==> src/rtl/load_store_unit.sv <==
// Load/store unit: accepts one memory access at a time, drives a single-cycle
// read or write strobe to memory, and returns a held response with tag and error.
module load_store_unit #(
  parameter bit CHECK_ALIGN = 1'b1
) (
  input  logic        clk,
  input  logic        rst_n,
  input  logic        req_valid,
  output logic        req_ready,
  input  logic        req_is_store,
  input  logic [1:0]  req_size,
  input  logic        req_unsigned,
  input  logic [31:0] req_addr,
  input  logic [31:0] req_wdata,
  input  logic [4:0]  req_rd,
  output logic        resp_valid,
  input  logic        resp_ready,
  output logic [31:0] resp_data,
  output logic [4:0]  resp_rd,
  output logic        resp_err,
  output logic        MemRead,
  output logic        MemWrite,
  output logic [1:0]  NByteOp,
  output logic        Unsigned,
  output logic [31:0] addr,
  output logic [31:0] write_data,
  input  logic [31:0] read_data
);

  typedef enum logic [1:0] {IDLE, LOAD, STORE, RESP} state_t;

  localparam logic [1:0] SIZE_WORD = 2'b00;
  localparam logic [1:0] SIZE_BYTE = 2'b01;
  localparam logic [1:0] SIZE_HALF = 2'b10;
  localparam logic [1:0] SIZE_ILL  = 2'b11;

  state_t      state;
  logic        is_store_q;
  logic        misaligned;
  logic        req_err;
  logic [31:0] wdata_masked;

  // NOTE: every variable written in always_comb gets a default first, so no
  // path leaves it unassigned and no latch is inferred.
  always_comb begin
    misaligned   = 1'b0;
    wdata_masked = req_wdata;
    if (CHECK_ALIGN) begin
      misaligned = ((req_size == SIZE_HALF) && req_addr[0]) ||
                   ((req_size == SIZE_WORD) && (req_addr[1:0] != 2'b00));
    end
    case (req_size)
      SIZE_BYTE: wdata_masked = {24'h0, req_wdata[7:0]};
      SIZE_HALF: wdata_masked = {16'h0, req_wdata[15:0]};
      default:   wdata_masked = req_wdata;
    endcase
  end

  assign req_err   = misaligned || (req_size == SIZE_ILL);
  // Gated by rst_n so the pipeline sees "not ready" for the whole reset window.
  assign req_ready = rst_n && (state == IDLE);

  // NOTE: sequential state uses non-blocking assignments only, so every flop
  // samples the pre-edge values regardless of statement order.
  always_ff @(posedge clk or negedge rst_n) begin
    if (!rst_n) begin
      state      <= IDLE;
      is_store_q <= 1'b0;
      MemRead    <= 1'b0;
      MemWrite   <= 1'b0;
      resp_valid <= 1'b0;
      resp_err   <= 1'b0;
      resp_data  <= '0;
      resp_rd    <= '0;
      addr       <= '0;
      write_data <= '0;
      NByteOp    <= SIZE_WORD;
      Unsigned   <= 1'b0;
    end else begin
      case (state)
        IDLE: begin
          if (req_valid) begin
            addr       <= req_addr;
            NByteOp    <= req_size;
            Unsigned   <= req_unsigned;
            write_data <= wdata_masked;
            resp_rd    <= req_rd;
            is_store_q <= req_is_store;
            resp_data  <= '0;
            resp_err   <= req_err;
            if (req_err) begin
              // Rejected accesses never touch memory.
              resp_valid <= 1'b1;
              state      <= RESP;
            end else if (req_is_store) begin
              MemWrite <= 1'b1;
              state    <= STORE;
            end else begin
              MemRead <= 1'b1;
              state   <= LOAD;
            end
          end
        end
        LOAD, STORE: begin
          MemRead    <= 1'b0;
          MemWrite   <= 1'b0;
          resp_data  <= is_store_q ? 32'h0 : read_data;
          resp_valid <= 1'b1;
          state      <= RESP;
        end
        RESP: begin
          if (resp_ready) begin
            resp_valid <= 1'b0;
            state      <= IDLE;
          end
        end
        default: state <= IDLE;
      endcase
    end
  end

endmodule
==> config.mk <==
export PLATFORM = sky130hd
export DESIGN_NAME = load_store_unit
export DESIGN_NICKNAME = d
export VERILOG_FILES = /design/src/rtl/load_store_unit.sv
export SDC_FILE = /design/constraint.sdc
export NUM_CORES = 1
export LEC_CHECK = 0
export ABC_CLOCK_PERIOD_IN_PS = 1500
export BUFFER_PORTS_ARGS = -buffer_cell sky130_fd_sc_hd__buf_4
export CAP_MARGIN = 20
export CORE_MARGIN = 5
export CORE_UTILIZATION = 43
export CTS_BUF_LIST = sky130_fd_sc_hd__clkbuf_2
export DETAILED_ROUTE_END_ITERATION = 6
export GPL_TIMING_DRIVEN = 0
export PLACE_DENSITY = 0.84
export SETUP_SLACK_MARGIN = 0.5
export SYNTH_ARGS = -nofsm -noshare
export SYNTH_HDL_FRONTEND = slang
export SYNTH_SLANG_ARGS = --single-unit
==> constraint.sdc <==
create_clock -name clk -period 1.5 [get_ports clk]
set_input_delay 0.075 -clock clk [delete_from_list [all_inputs] [get_ports clk]]
set_output_delay 0.075 -clock clk [all_outputs]
set_load 0.005 [all_outputs]
# Word level (Yosys, flattened, before mapping)
# Index checks and enable logic that the tools add are counted.
[classes]
n_eq_ne = 12
muxes = 21
n_reduce_logical = 16
[op_table]
columns = ["cell", "n"]
rows = [
  ["32-bit case mux with 2 select lines", 2],
  ["32-bit two-way mux", 2],
  ["2-bit inequality test (second input constant)", 6],
  ["1-bit two-way mux", 9],
  ["2-bit == test (second input constant)", 4],
  ["2-bit two-way mux", 4],
  ["4-bit AND reduction", 2],
  ["2-bit case mux with 3 select lines", 1],
  ["2-bit AND reduction", 3],
  ["2-bit by 1-bit == test with 1-bit output (second input constant)", 2],
  ["2-bit logical NOT", 2],
  ["1-bit case mux with 2 select lines", 2],
  ["2-bit nonzero test", 2],
  ["1-bit logical AND", 3],
  ["1-bit case mux with 3 select lines", 1],
  ["3-bit AND reduction", 1],
  ["1-bit logical OR", 2],
  ["2-bit OR reduction", 1],
]
[word_totals]
ff_bits = 111
in_bits = 109
output_inout_bits = 109
word_cells = 61

# Logic depth before layout (Yosys ltp)
# Gate-level depths: netlist (run 1).
[depth]
word_depth = 7
depth_mapped = 8
depth_no_buf = 6

# Worst setup path after synthesis (run 1)
# OpenSTA, ideal clock, no wires.
[synth_path]
kind = "register -> register"
from = "register state[0]"
to = "register addr[18]"
setup_time_ps = 125
arrival_ps = 1458
required_time_ps = 1375
slack_ps = -82
stages_incl_launch_ff = 8
n_path_buf = 3
synth_period_minus_slack_ps = 1582
path_cell_list = "dfrtp_1 -> inv_1 -> ha_1 -> buf_4 -> nand2_1 -> buf_4 -> buf_6 -> mux2_2"
[synth_between]
elab_chain_cells = 2
[synth_rtl]
columns = ["item", "line", "rtl"]
rows = [
  ["from (decl)", "37", "state_t state;"],
  ["from (signal assigned)", "67", "state <= IDLE;"],
  ["from (signal assigned)", "94", "state <= RESP;"],
  ["from (signal assigned)", "97", "state <= STORE;"],
  ["2-bit logical NOT", "80", "case (state)"],
  ["2-bit AND reduction (no source line)", "n/a", ""],
  ["to (signal assigned)", "83", "addr <= req_addr;"],
  ["to (decl)", "25", "output logic [31:0] addr,"],
]
# Every way passes these cells.
# A chain may end at the register's enable or synchronous reset.

# Final worst setup path (run 1)
[layout_path]
from = "register state[0]"
to = "register resp_data[28]"
[layout_between]
elab_chain_cells = 4
elab_cells_between_ends = 8
cone_classes = "3 x eq/ne; 1 x mux; 4 x reduce/logical"
[layout_rtl]
columns = ["item", "line", "rtl"]
rows = [
  ["2-bit by 1-bit == test with 1-bit output or 2-bit == test (tied branches)", "80", ""],
  ["2-bit OR reduction", "80", ""],
  ["2-bit nonzero test (no source line)", "n/a", ""],
  ["2-bit AND reduction (no source line)", "n/a", ""],
  ["to (signal assigned)", "107", "resp_data <= is_store_q ? 32'h0 : read_data;"],
  ["to (decl)", "18", "output logic [31:0] resp_data,"],
]
# Several ways; a longest one is shown, not always the timed one.

==> impl_results.html, run 1 <==
<table>
<tr><th>Metric</th><th>Value</th></tr>
<tr><th colspan="2">STA</th></tr>
<tr><td>Final critical delay including setup and external delays</td><td>1.84 ns</td></tr>
<tr><td>Unrepaired setup endpoints after global routing</td><td>yes</td></tr>
<tr><td>Hold Vio Cnt, Final</td><td>111</td></tr>
<tr><td>Final Max Tran Viols</td><td>0</td></tr>
<tr><td>Worst setup margin</td><td>-0.344 ns</td></tr>
<tr><td>Ratio of final minimum period to clock period</td><td>1.23</td></tr>
<tr><td>Final Setup Violations</td><td>109</td></tr>
<tr><td>Remaining max-slew budget at the tightest pin</td><td>0.537</td></tr>
<tr><td>Worst Hold Margin</td><td>-0.601 ns</td></tr>
<tr><td>Slew at the pin closest to its max-slew limit</td><td>0.694 ns</td></tr>
<tr><td>Worst clock skew on the final layout</td><td>between 0.06 and 0.07 ns</td></tr>
<tr><td>Achievable Freq</td><td>542 MHz</td></tr>
<tr><th colspan="2">Finish</th></tr>
<tr><td>Final #Nets</td><td>920</td></tr>
<tr><td>Filler Cell Count</td><td>306</td></tr>
<tr><td>Multi-input gate area in the final layout</td><td>1910 um2</td></tr>
<tr><td>Synth-to-Final Area Change</td><td>111%</td></tr>
<tr><td>Ratio of cells with drive above 1 in the final layout</td><td>0.575</td></tr>
<tr><td>Sequential cell area in the final layout</td><td>2780 um2</td></tr>
<tr><th colspan="2">Setup path</th></tr>
<tr><td>Largest stage delay on the critical path</td><td>0.48 ns</td></tr>
<tr><td>Critical Path Sink Type</td><td>flip-flop</td></tr>
<tr><td>CP Cell Sequence</td><td>inv_2, ha_4, buf_8, mux2i_4, buf_12, buf_12, buf_16, nand2_4, o21ai_2</td></tr>
<tr><td>Origin of the critical flop-to-flop path</td><td>state[0]</td></tr>
<tr><td>CP max-delay cell</td><td>sky130_fd_sc_hd__dfrtp_1</td></tr>
<tr><td>Reg2reg end</td><td>resp_data[28]</td></tr>
<tr><td>Required time at the endpoint of the critical path</td><td>2.06 ns</td></tr>
<tr><td>R2R setup slack</td><td>-0.34 ns</td></tr>
<tr><td>Arrival @ worst endpoint</td><td>between 2 and 2.5 ns</td></tr>
<tr><td>Type of origin of the critical path</td><td>flip-flop</td></tr>
<tr><td>Length in cells of the worst reg-to-reg path</td><td>9</td></tr>
<tr><td>Maximum fanout along the worst path</td><td>6</td></tr>
<tr><td>Crit-path most repeated cell</td><td>sky130_fd_sc_hd__buf_12</td></tr>
<tr><td>Worst Path Class, Setup</td><td>reg -&gt; reg</td></tr>
<tr><th colspan="2">Routing</th></tr>
<tr><td>Routed WL</td><td>24,200 um</td></tr>
<tr><td>Number of design-rule violations left by the first detailed-router iteration</td><td>428</td></tr>
<tr><td>DR DRC count</td><td>0</td></tr>
<tr><td>First-pass iteration count of the detailed router</td><td>5</td></tr>
<tr><td>Routed via count</td><td>5,201</td></tr>
<tr><td>Number of nets still failing antenna checks after routing</td><td>0</td></tr>
<tr><td>Routed via count divided by cell count</td><td>5.49</td></tr>
<tr><td>Routed wire length per instance</td><td>25.6 um</td></tr>
<tr><th colspan="2">Power and ir drop</th></tr>
<tr><td>Net switching share of the total power</td><td>0.378</td></tr>
<tr><td>Max VDD drop</td><td>0.00124 V</td></tr>
<tr><td>Logic pwr share</td><td>0.655</td></tr>
<tr><td>Sequential fraction of design power</td><td>0.267</td></tr>
<tr><td>Design internal power</td><td>0.0128 W</td></tr>
<tr><td>Leakage power total</td><td>about 4.7 nW</td></tr>
<tr><td>Clock network fraction of total power</td><td>0.078</td></tr>
<tr><td>Power dissipated by switching net loads</td><td>0.00776 W</td></tr>
<tr><td>Power Dens Cells</td><td>2170 nW/um2</td></tr>
<tr><td>Pwr Total</td><td>0.0205 W</td></tr>
<tr><th colspan="2">Floorplanning</th></tr>
<tr><td>Starting Density</td><td>0.439</td></tr>
<tr><td>Cell Rows</td><td>37</td></tr>
<tr><td>Die Span X</td><td>112 um</td></tr>
<tr><td>Area of the die</td><td>approximately 13,000 um2</td></tr>
<tr><td>Core footprint</td><td>a little over 10,000 um2</td></tr>
<tr><td>Ports placed on the boundary</td><td>218</td></tr>
<tr><td>Vertical die dimension</td><td>112 um</td></tr>
<tr><th colspan="2">Clocking</th></tr>
<tr><td>Clk sink count</td><td>111</td></tr>
<tr><td>Clock transition at the registers of the reported paths</td><td>0.34 ns</td></tr>
<tr><td>H-Tree Level Count</td><td>3</td></tr>
<tr><td>TritonCTS clock tree</td><td>built</td></tr>
<tr><td>CTS Buf Count</td><td>9</td></tr>
<tr><td>Latest clock arrival within the worst-skew pair</td><td>approximately 0.67 ns</td></tr>
<tr><td>Clock buffer depth</td><td>2</td></tr>
<tr><td>Clock root buffer</td><td>sky130_fd_sc_hd__clkbuf_2</td></tr>
<tr><th colspan="2">GRT</th></tr>
<tr><td>Via count of the first global-routing pass</td><td>5,289</td></tr>
<tr><td>First-pass GRT wire length</td><td>a little under 30,000 um</td></tr>
<tr><td>Global-route usage over all layers</td><td>0.297</td></tr>
<tr><td>Largest net degree at the start of global routing</td><td>62</td></tr>
<tr><td>Leftover overflow at the end of global routing</td><td>0</td></tr>
<tr><td>Initial antenna violation count</td><td>3</td></tr>
<tr><th colspan="2">Place</th></tr>
<tr><td>Count of buffers from port buffering</td><td>217</td></tr>
<tr><td>Weighted congestion reported at the end of routability-driven placement</td><td>0.821</td></tr>
<tr><td>Final HPWL from detailed placement</td><td>9370 um</td></tr>
<tr><td>Setup slack at placement</td><td>-0.109 ns</td></tr>
<tr><th colspan="2">Status</th></tr>
<tr><td>Status</td><td>complete, but fails checks</td></tr>
<tr><td>Violated checks</td><td>negative hold slack, negative setup slack</td></tr>
<tr><th colspan="2">Logic synthesis</th></tr>
<tr><td>Count of different cell masters after synthesis</td><td>30</td></tr>
<tr><td>Post-synthesis instance area</td><td>4490 um2</td></tr>
<tr><td>Cells after Synth</td><td>376</td></tr>
<tr><td>Synth Warn #</td><td>0</td></tr>
<tr><td>Sequential area share after synthesis</td><td>0.619</td></tr>
<tr><td>Avg Synthesized Cell Area</td><td>~12 um2</td></tr>
<tr><td>Synthesized Nets</td><td>490</td></tr>
<tr><td>Flip-flop and latch count after synthesis</td><td>111</td></tr>
<tr><th colspan="2">Hold path</th></tr>
<tr><td>HP Class</td><td>in -&gt; async</td></tr>
<tr><th colspan="2">Run</th></tr>
<tr><td># Max-Cap Violations</td><td>0</td></tr>
</table>
## how the worst max path moves through the flow
stage / from / endpoint / slack [ns] / cells past startpoint
after global routing: state[0] / resp_data[28] / -0.35 / 9
after floorplan: state[1] / addr[12] / 0.05 / 7
final: state[0] / resp_data[28] / -0.34 / 9
after CTS: state[1] / req_ready / -0.21 / 5
after detailed placement: state[1] / resp_data[24] / -0.11 / 6
after global placement: rst_n / req_ready / -0.09 / 3
## registers in the layout, indices dropped and copies added (netlist names)
register and count:
write_data 32, addr 32, MemRead 1, state 2
NByteOp 2, MemWrite 1, resp_rd 5, is_store_q 1
resp_valid 1, resp_data 32, resp_err 1, Unsigned 1
## placed cells by master (no fill, tap or decap), types with 2 or more instances in the layout
master	instances
sky130_fd_sc_hd__inv_1	8
sky130_fd_sc_hd__ha_1	4
sky130_fd_sc_hd__buf_16	7
sky130_fd_sc_hd__o2bb2ai_1	2
sky130_fd_sc_hd__a22o_1	8
sky130_fd_sc_hd__buf_4	185
sky130_fd_sc_hd__nand2_1	58
sky130_fd_sc_hd__dfrtp_1	108
sky130_fd_sc_hd__mux2_4	7
sky130_fd_sc_hd__bufbuf_16	4
sky130_fd_sc_hd__nand2_4	19
sky130_fd_sc_hd__diode_2	2
sky130_fd_sc_hd__clkbuf_2	11
sky130_fd_sc_hd__o21ai_4	2
sky130_fd_sc_hd__inv_2	2
sky130_fd_sc_hd__o21ai_2	31
sky130_fd_sc_hd__buf_8	9
sky130_fd_sc_hd__bufinv_16	2
sky130_fd_sc_hd__clkbuf_1	2
sky130_fd_sc_hd__o21ai_1	2
sky130_fd_sc_hd__clkbuf_16	2
sky130_fd_sc_hd__nand2b_1	16
sky130_fd_sc_hd__mux2_1	2
sky130_fd_sc_hd__dlygate4sd3_1	107
sky130_fd_sc_hd__dfrtp_2	3
sky130_fd_sc_hd__buf_6	115
sky130_fd_sc_hd__buf_12	9
sky130_fd_sc_hd__nand2_2	7
sky130_fd_sc_hd__mux2_2	38
sky130_fd_sc_hd__o21ai_0	17
sky130_fd_sc_hd__mux2i_1	3
## power by group through the flow
| stage | clock network (W) | logic, W | registers [W] |
|---|---|---|---|
| finish | 0.00161 | 0.0135 | 0.00549 |
| global route | 0.00171 | 0.0139 | 0.00556 |
| CTS | 0.00153 | 0.0106 | 0.00520 |
| detailed placement | 0 | 0.00622 | 0.00506 |
| global placement | 0 | 0.00599 | 0.00497 |
| floorplan | 0 | 0.00312 | 0.00506 |
## worst max-delay path, delay by kind of cell, from the launching register on
kind | cells | cell delay (ns)
buf+inv | 5 | 0.69
compound gates | 1 | 0.07
fa+ha+maj | 1 | 0.14
flops | 1 | 0.48
mux | 1 | 0.36
simple gates | 1 | 0.05
## final cells by class
cell class / instances / share of cell area
Antenna cell: 2 / 0.000527
Sequential cell: 111 / 0.293
Buffer: 22 / 0.0315
Multi-Input combinational cell: 233 / 0.202
Clock buffer: 11 / 0.00580
Tap cell: 136 / 0.0179
Timing Repair Buffer: 419 / 0.438
Clock inverter: 4 / 0.00752
Inverter: 10 / 0.00396
## per-layer routing
layer	GRT usage	up-vias	wire, um
li1	-	2120	-
met1	0.319	2575	8470
met2	0.545	379	12200
met3	0.0625	127	1810
met4	0.151	0	1770
met5	0	-	0
## logic make-up (layout without fill, tap and decap cells)
| family | Yosys count | in the layout | share of synthesized area |
|---|---|---|---|
| adders and majority gates | 5 | 5 | 0.0139 |
| muxes | 51 | 51 | 0.130 |
| DFF | 111 | 111 | 0.619 |
| buffers and inverters | 32 | 466 | 0.0382 |
| and+or+nand+nor | 106 | 106 | 0.102 |
| other | 0 | 2 | 0 |
| AOI/OAI and AO/OA | 71 | 71 | 0.0970 |
## cells in the mapped netlist
master | instances | area share
sky130_fd_sc_hd__o21ai_0 | 44 | 0.049
sky130_fd_sc_hd__a22oi_2 | 1 | 0.0028
sky130_fd_sc_hd__mux2_1 | 5 | 0.013
sky130_fd_sc_hd__mux2i_4 | 1 | 0.0050
sky130_fd_sc_hd__ha_1 | 5 | 0.014
sky130_fd_sc_hd__a22o_1 | 8 | 0.016
sky130_fd_sc_hd__and3b_1 | 1 | 0.0020
sky130_fd_sc_hd__and2_1 | 1 | 0.0014
sky130_fd_sc_hd__dfrtp_1 | 111 | 0.62
sky130_fd_sc_hd__o2bb2ai_1 | 2 | 0.0039
sky130_fd_sc_hd__nand3b_1 | 1 | 0.0017
sky130_fd_sc_hd__mux2i_1 | 3 | 0.0067
sky130_fd_sc_hd__buf_6 | 4 | 0.010
sky130_fd_sc_hd__buf_2 | 11 | 0.012
sky130_fd_sc_hd__or2_4 | 1 | 0.0020
sky130_fd_sc_hd__a21oi_1 | 2 | 0.0022
sky130_fd_sc_hd__nand2b_1 | 16 | 0.022
sky130_fd_sc_hd__mux2_2 | 42 | 0.11
sky130_fd_sc_hd__o22ai_1 | 2 | 0.0028
sky130_fd_sc_hd__buf_4 | 2 | 0.0033
sky130_fd_sc_hd__and3_1 | 1 | 0.0014
sky130_fd_sc_hd__a21o_2 | 1 | 0.0020
sky130_fd_sc_hd__o21ai_1 | 8 | 0.0089
sky130_fd_sc_hd__a21boi_1 | 1 | 0.0017
sky130_fd_sc_hd__nand2_1 | 84 | 0.070
sky130_fd_sc_hd__a21oi_2 | 1 | 0.0020
sky130_fd_sc_hd__clkbuf_1 | 5 | 0.0042
sky130_fd_sc_hd__inv_1 | 10 | 0.0084
sky130_fd_sc_hd__nor2b_1 | 1 | 0.0014
sky130_fd_sc_hd__a2111oi_4 | 1 | 0.0061
## what timing repair did
item                       in CTS  in global routing
gates resized for setup       192                 61
hold endpoints to repair      214                 55
hold buffers                  107                  1
setup buffers                  33                 49
gates cloned                   12                  0
setup endpoints to repair     220                220
pin swaps                      36                 20
## through the flow
stage,area (um2),util,setup TNS [ns],std cells
6_report,9490,0.927,-19.71,948
5_1_grt,9490,0.927,-20.14,948
4_1_cts,8870,0.867,-11.10,897
3_5_place_dp,6420,0.627,-5.49,730
3_3_place_gp,6390,0.625,-2.34,729
2_1_floorplan,4590,-,0,376
(Power assumes the default switching activity.)
==> inputs of run 2 (changes only) <==
BUFFER_PORTS_ARGS = -buffer_cell sky130_fd_sc_hd__buf_2   (was -buffer_cell sky130_fd_sc_hd__buf_4)
CORE_MARGIN = 10   (was 5)
GPL_ROUTABILITY_DRIVEN = 0   (was default)
==> impl_results.html, run 2 (synthesis results as in run 1) <==
<table>
<tr><th>Metric</th><th>Value</th></tr>
<tr><th colspan="2">Routing</th></tr>
<tr><td>Number of nets still failing antenna checks after routing</td><td>0</td></tr>
<tr><td>Detailed-routing wirelength on met1</td><td>6850 um</td></tr>
<tr><td>Top Layer Used</td><td>met4</td></tr>
<tr><td>Routed via count divided by cell count</td><td>5.01</td></tr>
<tr><td>Length of routed met2 wiring</td><td>10,100 um</td></tr>
<tr><td>Routed via count</td><td>4,721</td></tr>
<tr><td>Number of design-rule violations left by the first detailed-router iteration</td><td>between 300 and 400</td></tr>
<tr><td>Routed wire length per instance</td><td>20.2 um</td></tr>
<tr><td>First-pass iteration count of the detailed router</td><td>5</td></tr>
<tr><td>Routed WL</td><td>~19,000 um</td></tr>
<tr><td>DR DRC count</td><td>0</td></tr>
<tr><td>Met3 WL</td><td>roughly 1400 um</td></tr>
<tr><th colspan="2">STA</th></tr>
<tr><td>Ratio of final minimum period to clock period</td><td>1.19</td></tr>
<tr><td>Unrepaired setup endpoints after global routing</td><td>yes</td></tr>
<tr><td>Accumulated negative setup slack</td><td>-12.04 ns</td></tr>
<tr><td>Remaining max-slew budget at the tightest pin</td><td>0.509</td></tr>
<tr><td>Final Max Tran Viols</td><td>0</td></tr>
<tr><td>Worst setup margin</td><td>-0.278 ns</td></tr>
<tr><td>Final critical delay including setup and external delays</td><td>1.78 ns</td></tr>
<tr><td>Achievable Freq</td><td>563 MHz</td></tr>
<tr><td>Final Setup Violations</td><td>98</td></tr>
<tr><td>Hold Vio Cnt, Final</td><td>between 90 and 100</td></tr>
<tr><td>Slew at the pin closest to its max-slew limit</td><td>~0.74 ns</td></tr>
<tr><td>Worst Hold Margin</td><td>-0.530 ns</td></tr>
<tr><td>Worst clock skew on the final layout</td><td>0.0238 ns</td></tr>
<tr><th colspan="2">Setup path</th></tr>
<tr><td>Reg2reg end</td><td>resp_data[15]</td></tr>
<tr><td>Worst Path Class, Setup</td><td>reg -&gt; reg</td></tr>
<tr><td>Largest stage delay on the critical path</td><td>0.45 ns</td></tr>
<tr><td>Critical Path Sink Type</td><td>flip-flop</td></tr>
<tr><td>Arrival @ worst endpoint</td><td>around 2.3 ns</td></tr>
<tr><td>Maximum fanout along the worst path</td><td>10</td></tr>
<tr><td>CP max-delay cell</td><td>sky130_fd_sc_hd__dfrtp_1</td></tr>
<tr><td>Type of origin of the critical path</td><td>flip-flop</td></tr>
<tr><td>CP Cell Sequence</td><td>inv_2, ha_4, nor2b_1, buf_4, buf_6, nand2_1, o21ai_2</td></tr>
<tr><td>R2R setup slack</td><td>-0.28 ns</td></tr>
<tr><td>Length in cells of the worst reg-to-reg path</td><td>7</td></tr>
<tr><td>Origin of the critical flop-to-flop path</td><td>state[0]</td></tr>
<tr><td>Required time at the endpoint of the critical path</td><td>2.02 ns</td></tr>
<tr><th colspan="2">GRT</th></tr>
<tr><td>Largest net degree at the start of global routing</td><td>58</td></tr>
<tr><td>First-pass GRT wire length</td><td>26,500 um</td></tr>
<tr><td>Leftover overflow at the end of global routing</td><td>0</td></tr>
<tr><td>Via count of the first global-routing pass</td><td>4,867</td></tr>
<tr><td>Global-route usage over all layers</td><td>0.224</td></tr>
<tr><td>Initial antenna violation count</td><td>4</td></tr>
<tr><th colspan="2">Status</th></tr>
<tr><td>Violated checks</td><td>negative hold slack, negative setup slack</td></tr>
<tr><td>Status</td><td>complete, but fails checks</td></tr>
<tr><th colspan="2">Finish</th></tr>
<tr><td>Synth-to-Final Area Change</td><td>81.7%</td></tr>
<tr><td>Top library cells by usage in the layout, fill and taps aside</td><td>sky130_fd_sc_hd__buf_2, sky130_fd_sc_hd__dfrtp_1, sky130_fd_sc_hd__dlygate4sd3_1</td></tr>
<tr><td>Utilization after layout</td><td>0.797</td></tr>
<tr><td>Final cell count without fillers</td><td>943</td></tr>
<tr><td>Final #Nets</td><td>about 910</td></tr>
<tr><td>Regs by FF count</td><td>addr: 32 flops, resp_data: 32 flops, write_data: 32 flops</td></tr>
<tr><td>Ratio of cells with drive above 1 in the final layout</td><td>0.546</td></tr>
<tr><td>Most common cell after layout, fill and taps aside</td><td>sky130_fd_sc_hd__buf_2</td></tr>
<tr><td>Filler Cell Count</td><td>568</td></tr>
<tr><th colspan="2">Clocking</th></tr>
<tr><td>Clk sink count</td><td>111</td></tr>
<tr><td>TritonCTS clock tree</td><td>built</td></tr>
<tr><td>CTS Hold Buffers Added</td><td>108</td></tr>
<tr><td>H-Tree Level Count</td><td>3</td></tr>
<tr><td>Latest clock arrival within the worst-skew pair</td><td>0.59 ns</td></tr>
<tr><td>Clock root buffer</td><td>sky130_fd_sc_hd__clkbuf_2</td></tr>
<tr><td>CTS Buf Count</td><td>9</td></tr>
<tr><td>Clock buffer depth</td><td>2</td></tr>
<tr><td>Clock transition at the registers of the reported paths</td><td>0.30 ns</td></tr>
<tr><th colspan="2">Power and ir drop</th></tr>
<tr><td>Leakage power total</td><td>4.23 nW</td></tr>
<tr><td>Power Dens Cells</td><td>1910 nW/um2</td></tr>
<tr><td>Max VDD drop</td><td>a little over 0.0008 V</td></tr>
<tr><td>Pwr Total</td><td>0.0156 W</td></tr>
<tr><th colspan="2">Hold path</th></tr>
<tr><td>HP Class</td><td>in -&gt; async</td></tr>
<tr><th colspan="2">Floorplanning</th></tr>
<tr><td>Vertical die dimension</td><td>around 120 um</td></tr>
<tr><td>Core footprint</td><td>10,200 um2</td></tr>
<tr><td>Area of the die</td><td>around 15,000 um2</td></tr>
<tr><td>Cell Rows</td><td>37</td></tr>
<tr><td>Ports placed on the boundary</td><td>218</td></tr>
<tr><td>Die Span X</td><td>122 um</td></tr>
<tr><td>Starting Density</td><td>0.439</td></tr>
<tr><th colspan="2">Place</th></tr>
<tr><td>Number of placed instances, taps included</td><td>730</td></tr>
<tr><td>Final HPWL from detailed placement</td><td>10,000 um</td></tr>
<tr><td>Count of buffers from port buffering</td><td>217</td></tr>
<tr><th colspan="2">Run</th></tr>
<tr><td># Max-Cap Violations</td><td>0</td></tr>
</table>
==> run 2: stage by stage <==
stage	hold slack, ns	setup WS (ns)	instance area, um2
after global routing	-0.549	-0.319	8150
after CTS	-0.494	-0.173	7670
after floorplan	-0.221	0.0473	4590
final	-0.530	-0.278	8150
after detailed placement	0.174	-0.114	5880
after global placement	0.289	-0.862	5850
==> run 2: layout make-up <==
| type | count | area, um2 | share of cell area |
|---|---|---|---|
| buffer | 22 | 285 | 0.0350 |
| clock inverter | 4 | 16.3 | 0.00200 |
| tap | 136 | 170 | 0.0209 |
| inverter | 10 | 37.5 | 0.00460 |
| timing repair buffer | 411 | 3000 | 0.368 |
| sequential | 111 | 2780 | 0.341 |
| clock buffer | 9 | 45.0 | 0.00552 |
| antenna | 6 | 15.0 | 0.00184 |
| multi-input combinational | 234 | 1810 | 0.221 |
==> run 2: worst max-delay path by stage <==
stage	startpoint	to	slack (ns)	depth (start not counted)
final	state[0]	resp_data[15]	-0.28	7
after global routing	state[0]	resp_data[14]	-0.32	9
after CTS	state[0]	req_ready	-0.17	5
after detailed placement	state[1]	resp_data[30]	-0.11	7
after global placement	rst_n	req_ready	-0.86	3
after floorplan	state[1]	addr[12]	0.05	7
==> run 2: routing by layer <==
layer  track usage  vias up
met4         0.105        0
met2         0.406      253
met5             0        -
met1         0.243     2307
met3        0.0504       53
li1              -     2108
==> run 2: repair_timing <==
item | in CTS | in global routing
pin swaps | 31 | 16
hold endpoints to repair | 166 | 56
cloned | 9 | 0
resized for setup | 69 | 52
setup buffers | 37 | 40
setup endpoints to repair | 220 | 220
==> run 2: where the power goes <==
group	switching (W)	internal, W	total (W)
clock network	0.000962	0.000173	0.00114
logic	0.00428	0.00515	0.00944
registers	0.000742	0.00427	0.00501
==> run 2: critical path, delay by kind of cell (launching register included) <==
family | cells | cell delay [ns]
adder cells (fa/ha/maj) | 1 | 0.35
buffers and inverters | 3 | 0.42
flip-flops | 1 | 0.45
AND/OR/NAND/NOR | 2 | 0.33
AO/OA/AOI/OAI | 1 | 0.18
==> inputs of run 3 (changes only) <==
CORE_MARGIN = 2   (was 10)
==> impl_results.html, run 3 (synthesis results as in run 1) <==
<table>
<tr><th>Metric</th><th>Value</th></tr>
<tr><th colspan="2">Clocking</th></tr>
<tr><td>H-Tree Level Count</td><td>3</td></tr>
<tr><td>CTS Buf Count</td><td>9</td></tr>
<tr><td>Clock transition at the registers of the reported paths</td><td>roughly 0.36 ns</td></tr>
<tr><td>Clock root buffer</td><td>sky130_fd_sc_hd__clkbuf_2</td></tr>
<tr><td>Clock buffer depth</td><td>2</td></tr>
<tr><td>TritonCTS clock tree</td><td>built</td></tr>
<tr><td>Latest clock arrival within the worst-skew pair</td><td>0.61 ns</td></tr>
<tr><td>Clk sink count</td><td>about 110</td></tr>
<tr><th colspan="2">Routing</th></tr>
<tr><td>Routed via count divided by cell count</td><td>5.33</td></tr>
<tr><td>Routed via count</td><td>5,190</td></tr>
<tr><td>Number of design-rule violations left by the first detailed-router iteration</td><td>306</td></tr>
<tr><td>DR DRC count</td><td>2</td></tr>
<tr><td>Number of nets still failing antenna checks after routing</td><td>0</td></tr>
<tr><td>First-pass iteration count of the detailed router</td><td>7</td></tr>
<tr><td>Routed wire length per instance</td><td>22.2 um</td></tr>
<tr><td>Routed WL</td><td>21,600 um</td></tr>
<tr><th colspan="2">Setup path</th></tr>
<tr><td>Critical Path Sink Type</td><td>flip-flop</td></tr>
<tr><td>Buf+Inv Stages, Crit Path</td><td>6</td></tr>
<tr><td>Arrival @ worst endpoint</td><td>2.26 ns</td></tr>
<tr><td>Maximum fanout along the worst path</td><td>6</td></tr>
<tr><td>CP Cell Sequence</td><td>inv_2, ha_4, buf_8, buf_12, nand2_8, buf_12, buf_6, buf_8, mux2_4</td></tr>
<tr><td>Top Family by Delay on Critical Path</td><td>buffers and inverters</td></tr>
<tr><td>R2R setup slack</td><td>-0.25 ns</td></tr>
<tr><td>Startpoint of the most critical setup path</td><td>state[1]</td></tr>
<tr><td>Origin of the critical flop-to-flop path</td><td>state[1]</td></tr>
<tr><td>CP max-delay cell</td><td>sky130_fd_sc_hd__dfrtp_1</td></tr>
<tr><td>Required time at the endpoint of the critical path</td><td>2.01 ns</td></tr>
<tr><td>Type of origin of the critical path</td><td>flip-flop</td></tr>
<tr><td>Largest stage delay on the critical path</td><td>0.47 ns</td></tr>
<tr><td>Worst Path Class, Setup</td><td>reg -&gt; reg</td></tr>
<tr><th colspan="2">Finish</th></tr>
<tr><td>Utilization after layout</td><td>0.899</td></tr>
<tr><td>Ratio of cells with drive above 1 in the final layout</td><td>0.625</td></tr>
<tr><td>Regs by FF count</td><td>addr: 32 flops, resp_data: 32 flops, write_data: 32 flops</td></tr>
<tr><td>Synth-to-Final Area Change</td><td>105%</td></tr>
<tr><td>Top library cells by usage in the layout, fill and taps aside</td><td>sky130_fd_sc_hd__buf_2, sky130_fd_sc_hd__dfrtp_1, sky130_fd_sc_hd__dlygate4sd3_1</td></tr>
<tr><td>Final #Nets</td><td>between 900 and 1,000</td></tr>
<tr><td>Final std cell area, no fill</td><td>9200 um2</td></tr>
<tr><td>Most common cell after layout, fill and taps aside</td><td>sky130_fd_sc_hd__buf_2</td></tr>
<tr><th colspan="2">STA</th></tr>
<tr><td>Remaining max-slew budget at the tightest pin</td><td>0.549</td></tr>
<tr><td>Worst setup margin</td><td>-0.250 ns</td></tr>
<tr><td>Final critical delay including setup and external delays</td><td>1.75 ns</td></tr>
<tr><td>Final Max Tran Viols</td><td>0</td></tr>
<tr><td>Hold Vio Cnt, Final</td><td>111</td></tr>
<tr><td>Achievable Freq</td><td>571 MHz</td></tr>
<tr><td>Slew at the pin closest to its max-slew limit</td><td>0.676 ns</td></tr>
<tr><td>Worst clock skew on the final layout</td><td>~0.065 ns</td></tr>
<tr><td>Worst Hold Margin</td><td>-0.593 ns</td></tr>
<tr><td>Ratio of final minimum period to clock period</td><td>1.17</td></tr>
<tr><td>Unrepaired setup endpoints after global routing</td><td>yes</td></tr>
<tr><td>Final Setup Violations</td><td>roughly 110</td></tr>
<tr><th colspan="2">Floorplanning</th></tr>
<tr><td>Starting Density</td><td>0.439</td></tr>
<tr><td>Core footprint</td><td>10,200 um2</td></tr>
<tr><td>Cell Rows</td><td>37</td></tr>
<tr><td>Area of the die</td><td>approximately 11,000 um2</td></tr>
<tr><td>Ports placed on the boundary</td><td>218</td></tr>
<tr><td>Vertical die dimension</td><td>106 um</td></tr>
<tr><td>Die Span X</td><td>106 um</td></tr>
<tr><th colspan="2">Run</th></tr>
<tr><td># Max-Cap Violations</td><td>0</td></tr>
<tr><th colspan="2">Power and ir drop</th></tr>
<tr><td>Max VDD drop</td><td>0.00146 V</td></tr>
<tr><td>Net switching share of the total power</td><td>0.383</td></tr>
<tr><td>Power dissipated by switching net loads</td><td>0.00769 W</td></tr>
<tr><td>Sequential fraction of design power</td><td>0.257</td></tr>
<tr><td>Power Dens Cells</td><td>2180 nW/um2</td></tr>
<tr><td>Logic pwr share</td><td>0.671</td></tr>
<tr><td>Leakage power total</td><td>4.91 nW</td></tr>
<tr><td>Design internal power</td><td>around 0.012 W</td></tr>
<tr><td>Clock network fraction of total power</td><td>0.073</td></tr>
<tr><th colspan="2">GRT</th></tr>
<tr><td>First-pass GRT wire length</td><td>roughly 26,000 um</td></tr>
<tr><td>Largest net degree at the start of global routing</td><td>65</td></tr>
<tr><td>Global-route usage over all layers</td><td>0.294</td></tr>
<tr><td>Initial antenna violation count</td><td>2</td></tr>
<tr><td>Via count of the first global-routing pass</td><td>5,102</td></tr>
<tr><td>Leftover overflow at the end of global routing</td><td>0</td></tr>
<tr><th colspan="2">Place</th></tr>
<tr><td>Area of placed instances</td><td>5880 um2</td></tr>
<tr><td>Final HPWL from detailed placement</td><td>8240 um</td></tr>
<tr><td>Count of buffers from port buffering</td><td>217</td></tr>
<tr><th colspan="2">Status</th></tr>
<tr><td>Violated checks</td><td>design-rule violations, negative hold slack, negative setup slack</td></tr>
<tr><td>Status</td><td>complete, but fails checks</td></tr>
<tr><th colspan="2">Hold path</th></tr>
<tr><td>HP Class</td><td>in -&gt; async</td></tr>
</table>
[run 3: layout make-up]
class | count | area (um2)
Antenna cell | 1 | 2.50
Buffer | 22 | 325
Clock buffer | 9 | 45.0
Clock inverter | 7 | 71.3
Fill cell | 393 | 1030
Inverter | 10 | 37.5
Multi-Input combinational cell | 233 | 2220
Sequential cell | 111 | 2780
Tap cell | 136 | 170
Timing Repair Buffer | 445 | 3550
[run 3: timing repair]
action,CTS,global route
pin swaps,36,37
cloned,13,3
endpoints found under the hold margin,222,70
setup endpoints to repair,220,220
resized for setup,87,183
setup buffers,43,61
hold buffers,107,1
[run 3: power groups by stage]
stage	registers, W	clock network (W)	logic (W)
after global placement	0.00488	0	0.00522
after detailed placement	0.00497	0	0.00546
after floorplan	0.00506	0	0.00312
after global routing	0.00526	0.00158	0.0140
after CTS	0.00488	0.00143	0.00940
final	0.00515	0.00146	0.0135
[run 3: final timing paths]
check,cells past startpoint,end
min in group clk,4,resp_err
setup / recovery,9,addr[23]
hold / removal,1,resp_data[2]
hold reg to reg,2,NByteOp[0]
max in group asynchronous,2,addr[27]
setup reg to reg,9,addr[23]
[run 3: stage by stage]
stage               hold WS [ns]  power [W]  TNS [ns]  setup WS [ns]  instances
floorplan                 -0.221    0.00817         0         0.0473        376
CTS                       -0.570     0.0157     -8.93         -0.203        909
detailed placement         0.139     0.0104     -5.11         -0.126        730
global route              -0.549     0.0208    -21.16         -0.295        974
finish                    -0.593     0.0201    -17.46         -0.250        974
global placement           0.289     0.0101    -93.04         -0.862        729
[run 3: metal layers]
| layer | wire length (um) | part of all wire | vias up | GRT usage |
|---|---|---|---|---|
| met5 | 0 | 0 | - | 0 |
| met4 | 1470 | 0.068 | 0 | 0.144 |
| met3 | 1650 | 0.076 | 139 | 0.0858 |
| met2 | 11000 | 0.51 | 344 | 0.537 |
| met1 | 7550 | 0.35 | 2529 | 0.308 |
| li1 | - | - | 2178 | - |
